--- config.mk ---
export PLATFORM = sky130hd
export DESIGN_NAME = signal_edge_capture
export DESIGN_NICKNAME = d
export VERILOG_FILES = /design/src/rtl/signal_edge_capture_pkg.sv /design/src/rtl/signal_edge_capture_filter.sv /design/src/rtl/signal_edge_capture.sv
export SDC_FILE = /design/constraint.sdc
export NUM_CORES = 1
export LEC_CHECK = 0
export CAP_MARGIN = 25
export CORE_MARGIN = 2
export CORE_UTILIZATION = 47
export CTS_BUF_LIST = sky130_fd_sc_hd__clkbuf_8
export CTS_CLUSTER_SIZE = 40
export DETAILED_ROUTE_END_ITERATION = 6
export GPL_TIMING_DRIVEN = 1
export PLACE_DENSITY_LB_ADDON = 0.15
export SLEW_MARGIN = 15
export SYNTH_ARGS = -nofsm -noshare
export SYNTH_HDL_FRONTEND = slang
export SYNTH_SLANG_ARGS = --single-unit
--- constraint.sdc ---
create_clock -name o_clk -period 2 [get_ports o_clk]
set_input_delay 0.4 -clock o_clk [delete_from_list [all_inputs] [get_ports o_clk]]
set_output_delay 0.4 -clock o_clk [all_outputs]
set_load 0.02 [all_outputs]
--- src/rtl/signal_edge_capture_pkg.sv ---
// Shared definitions for the signal_edge_capture block: edge-mode encodings
// and the helper that decides whether a filtered transition is counted.
package signal_edge_capture_pkg;

  localparam int EDGE_RISE = 0;
  localparam int EDGE_FALL = 1;
  localparam int EDGE_BOTH = 2;

  // True when a transition of the given direction counts toward the accumulator.
  function automatic logic edge_qualifies(input int mode, input logic rise, input logic fall);
    logic take_rise;
    logic take_fall;
    take_rise = (mode == EDGE_RISE) || (mode == EDGE_BOTH);
    take_fall = (mode == EDGE_FALL) || (mode == EDGE_BOTH);
    return (rise && take_rise) || (fall && take_fall);
  endfunction

endpackage

--- src/rtl/signal_edge_capture_filter.sv ---
// sync_glitch_filter: debounces an already-synchronized level. The filtered
// level only follows the input after FILTER_LEN consecutive differing samples,
// and registered rise/fall pulses accompany each change of the filtered level.
// The *_nxt outputs expose the pulse one cycle early so a consumer can register
// its own reaction in the same cycle the pulse appears.
module sync_glitch_filter
  import signal_edge_capture_pkg::*;
#(
  parameter int FILTER_LEN  = 4,
  parameter bit RESET_LEVEL = 1'b0
) (
  input  logic o_clk,
  input  logic rst,
  input  logic i_signal,
  output logic o_level,
  output logic o_rise,
  output logic o_fall,
  output logic o_rise_nxt,
  output logic o_fall_nxt
);

  // FILTER_LEN is at most 255, so an 8-bit run counter always suffices.
  localparam logic [7:0] LAST_CNT = 8'(FILTER_LEN - 1);

  logic       level_q, level_d;
  logic [7:0] cnt_q,   cnt_d;
  logic       rise_q,  rise_d;
  logic       fall_q,  fall_d;

  // Next-state: count the differing run, commit the new level on its last sample.
  always_comb begin
    level_d = level_q;
    cnt_d   = cnt_q;
    rise_d  = 1'b0;
    fall_d  = 1'b0;
    if (i_signal == level_q) begin
      cnt_d = 8'd0;
    end else if (cnt_q == LAST_CNT) begin
      level_d = i_signal;
      cnt_d   = 8'd0;
      rise_d  = i_signal;
      fall_d  = ~i_signal;
    end else begin
      cnt_d = cnt_q + 8'd1;
    end
  end

  // State registers; reset discards any partial run and never emits a pulse.
  always_ff @(posedge o_clk) begin
    if (rst) begin
      level_q <= RESET_LEVEL;
      cnt_q   <= 8'd0;
      rise_q  <= 1'b0;
      fall_q  <= 1'b0;
    end else begin
      level_q <= level_d;
      cnt_q   <= cnt_d;
      rise_q  <= rise_d;
      fall_q  <= fall_d;
    end
  end

  assign o_level    = level_q;
  assign o_rise     = rise_q;
  assign o_fall     = fall_q;
  assign o_rise_nxt = rise_d & ~rst;
  assign o_fall_nxt = fall_d & ~rst;

endmodule

--- src/rtl/signal_edge_capture.sv ---
// signal_edge_capture: glitch-filters a synchronized level, emits rise/fall
// pulses and accumulates qualifying edges in a saturating counter that a
// consumer drains through a valid/ready handshake. An edge arriving in the
// same cycle as a read is carried into the fresh count rather than dropped.
module signal_edge_capture
  import signal_edge_capture_pkg::*;
#(
  parameter int FILTER_LEN  = 4,
  parameter int CNT_WIDTH   = 8,
  parameter int EDGE_MODE   = EDGE_RISE,
  parameter bit RESET_LEVEL = 1'b0
) (
  input  logic                 o_clk,
  input  logic                 rst,
  input  logic                 i_signal,
  output logic                 o_level,
  output logic                 o_rise,
  output logic                 o_fall,
  output logic                 o_evt_valid,
  input  logic                 i_evt_ready,
  output logic [CNT_WIDTH-1:0] o_evt_count,
  output logic                 o_overflow,
  input  logic                 i_clr_ovf
);

  localparam logic [CNT_WIDTH-1:0] ACC_MAX = {CNT_WIDTH{1'b1}};
  localparam logic [CNT_WIDTH-1:0] ACC_ONE = CNT_WIDTH'(1);

  logic                 rise_nxt;
  logic                 fall_nxt;
  logic                 qual_edge;
  logic                 handshake;
  logic [CNT_WIDTH-1:0] acc_q, acc_d;
  logic                 ovf_q, ovf_d;

  sync_glitch_filter #(
    .FILTER_LEN  (FILTER_LEN),
    .RESET_LEVEL (RESET_LEVEL)
  ) u_filter (
    .o_clk      (o_clk),
    .rst        (rst),
    .i_signal   (i_signal),
    .o_level    (o_level),
    .o_rise     (o_rise),
    .o_fall     (o_fall),
    .o_rise_nxt (rise_nxt),
    .o_fall_nxt (fall_nxt)
  );

  // Accumulator next-state: read restarts the count, edges increment with saturation.
  always_comb begin
    qual_edge = edge_qualifies(EDGE_MODE, rise_nxt, fall_nxt);
    handshake = (acc_q != '0) && i_evt_ready;
    acc_d     = acc_q;
    ovf_d     = ovf_q;
    if (i_clr_ovf) begin
      ovf_d = 1'b0;
    end
    if (handshake) begin
      acc_d = qual_edge ? ACC_ONE : '0;
    end else if (qual_edge) begin
      if (acc_q == ACC_MAX) begin
        ovf_d = 1'b1;
      end else begin
        acc_d = acc_q + ACC_ONE;
      end
    end
  end

  // Accumulator and sticky overflow registers.
  always_ff @(posedge o_clk) begin
    if (rst) begin
      acc_q <= '0;
      ovf_q <= 1'b0;
    end else begin
      acc_q <= acc_d;
      ovf_q <= ovf_d;
    end
  end

  assign o_evt_count = acc_q;
  assign o_evt_valid = (acc_q != '0);
  assign o_overflow  = ovf_q;

endmodule

==> results.toml <==
[worst_setup_path]
reg2reg_depth = 8
critPathMaxFanout = 2
regToRegSetupSlack_ns = -0.09
critPathKind = "register to primary output"
r2r_end = "o_evt_count[0]"
crit_path_end_kind = "primary output"
r2r_start = "o_evt_count[1]"
crit_chain = "inv_2 -> ha_4 -> or4b_4 -> or4_4 -> buf_6"
worst_ep_required_time_ns = 1.60
cpPeakStageDelay_ns = 0.46
crit_path_top_delay_cell = "or4b_4"
arrival_ns = 1.81
setup.worst_path.start_class = "register"

[detailed_routing]
vias = 996
route.detailed.drc = 0
drtPass1Iterations = 4
wirelength_mm = 2.563
drtIter0Drc = 44
ant_nets = 0
routed_via_density = 5.825
wl_per_cell_microns = 14.99

[floorplanning]
die_h_microns = 49.04
core-area_sq_um = 1942
dieArea_sq_um = 2405
row_count = 16
initial_core_util = 0.4910
die_w_microns = 49.04
io_pins = 18

[synthesis]
synthArstFlopShare = 0
synth-seq-cells = 20
synth_area_sq_um = 953.4
syn_inst = 106
synth_edf_count = 0
synth.avg_cell_area_sq_um = 8.994
ys_types = 31
yosys_warnings = 0
ys_seq_area_frac = 0.4199
synth-main-ff-cell = "dfxtp_1"
syn_nets = 114

[clock_tree]
root_buffer = "clkbuf_8"
path_clk_slew_ns = 0.07
clkLatencyLatePin_ns = 0.26
cts_buffers = 3
cts_buffer_depth = 2
cts.sinks = 20
cts_tree = "done"
holdBufCountCts = 0
htreeDepth = 1

[timing]
rsz0062_at_grt = "yes"
drv_slew = 0
post-route-min-period_ns = 2.210
tns_ns = -0.3068
fmax_mhz = 452.4
tightest_slew_ns = 0.5730
finalHoldViolations = 0
fin_crit_sh = 1.105
skew_ns = 0.002018
setup_violations = 3
timing.final.ws_setup_ns = -0.2102
slew_headroom = 0.6166

[hold_path]
holdPathStages = 1
hold_class = "register to register"
holdPathEnd = "u_filter.cnt_q[0]"
hp-start = "u_filter.cnt_q[0]"

[run_status]
violations = "setup timing"
outcome = "complete, but fails checks"

[job]
cap_viol_max_count = 0

[cells_and_area]
area_growth_pct = 47.38
n_antenna_cell = 0
drive_gt1_frac = 0.2708
nets = 153

[place]
hpwl_mm = 1.616
portBuffers = 17
place_ws_ns = -0.3276
place_congestion = 0.8749

[global_routing]
antenna_found_initial = 0
grt-ovfl-total = 0
grt_pass1_wl_mm = 3.774
track_usage = 0.2128
grt_pass1_vias = 827
grt_max_degree = 12

[power]
ir_worst_vdd_mv = 0.4679
power_mw = 0.7447
leakage_nw = 0.5365
powerDensity_nw_per_um2 = 530.0
[registers in the layout (all words and copies together), names as in the netlist]
name              count
u_filter.o_rise       1
u_filter.o_fall       1
u_filter.o_level      1
o_evt_count           8
u_filter.cnt_q        8
o_overflow            1
[layer usage]
metal / share of wire / track usage / up-vias
li1: - / - / 473
met1: 0.41 / 0.2674 / 454
met2: 0.48 / 0.3425 / 56
met3: 0.079 / 0.04294 / 13
met4: 0.028 / 0.1143 / 0
met5: 0 / 0 / -
[cells in the mapped netlist (2+ instances only)]
| master | instances | area [sq um] |
|---|---|---|
| dfxtp_1 | 20 | 400.4 |
| and3_1 | 3 | 18.77 |
| nand4_1 | 2 | 12.51 |
| nand2_1 | 5 | 18.77 |
| nor2_1 | 13 | 48.80 |
| nor4b_1 | 2 | 17.52 |
| or4_1 | 5 | 37.54 |
| xnor2_1 | 2 | 17.52 |
| nand3_1 | 10 | 50.05 |
| o31ai_1 | 4 | 30.03 |
| clkbuf_1 | 3 | 11.26 |
| ha_1 | 3 | 37.54 |
| mux2i_1 | 2 | 20.02 |
| o41ai_1 | 3 | 26.28 |
| inv_1 | 4 | 15.01 |
| a21oi_1 | 6 | 30.03 |
| xor2_1 | 5 | 43.79 |
[worst max-delay path, delay by kind of cell (launching register included)]
kind          cells  cell delay (ns)
flops             1             0.32
buf+inv           2             0.21
simple gates      2             0.89
fa+ha+maj         1             0.13
[cell type report]
class	count	area [sq um]
sequential	20	402.9
clock buffer	4	55.05
fill	151	536.8
timing repair buffer	37	329.1
tap	27	33.78
inverter	4	15.01
multi-input combinational	79	569.3
[layout by cell type, fill, tap and decap left out, types with 2 or more instances in the layout]
cell type        instances
xnor2_1                  2
clkdlybuf4s50_1         16
nand2_1                  5
dfxtp_2                  2
mux2i_1                  2
nor4b_1                  2
o41ai_1                  3
o31ai_1                  3
a21oi_1                  5
and3_1                   3
clkbuf_8                 4
buf_4                   18
nand4_1                  2
inv_1                    2
ha_1                     2
buf_6                    3
nor2_1                  13
xor2_1                   5
or4_1                    5
dfxtp_1                 18
nand3_1                 10
inv_2                    2
[stage by stage]
| step | hold slack (ns) | util | cells | instance area (sq um) |
|---|---|---|---|---|
| 2_1_floorplan | 0.4373 | - | 106 | 955.9 |
| 3_3_place_gp | 0.4532 | 0.6611 | 165 | 1284 |
| 3_5_place_dp | 0.4617 | 0.6611 | 165 | 1284 |
| 4_1_cts | 0.4751 | 0.7088 | 170 | 1376 |
| 5_1_grt | 0.5266 | 0.7236 | 171 | 1405 |
| 6_report | 0.4743 | 0.7236 | 171 | 1405 |
[where the power goes]
group | switching [mW] | internal [mW]
logic | 0.0179 | 0.0201
registers | 0.00267 | 0.401
clock network | 0.128 | 0.175
[cells by family (layout without fill, tap and decap cells)]
family | count (synthesis) | in the layout | share of synthesized area
compound gates | 18 | 18 | 0.1339
xor+xnor | 7 | 7 | 0.06431
fa+ha+maj | 3 | 3 | 0.03937
buf+inv | 7 | 45 | 0.02755
flops | 20 | 20 | 0.4199
mux | 2 | 2 | 0.02100
simple gates | 49 | 49 | 0.2940
[worst max path at each step]
stage,to,start,cells past startpoint,slack (ns)
floorplan,o_evt_valid,o_evt_count[0],4,0.05
global placement,o_evt_valid,o_evt_count[0],5,-0.30
detailed placement,o_evt_valid,o_evt_count[0],5,-0.33
CTS,o_evt_valid,o_evt_count[1],5,-0.23
global route,o_evt_valid,o_evt_count[1],5,-0.24
finish,o_evt_valid,o_evt_count[1],5,-0.21
[repair_timing]
item / in CTS / in global routing
cloned: 0 / 0
setup endpoints to repair: 2 / 3
pin swaps: 4 / 2
gates resized for setup: 15 / 4
setup buffers: 1 / 1
No activity file was read; power rests on OpenSTA's default activity.
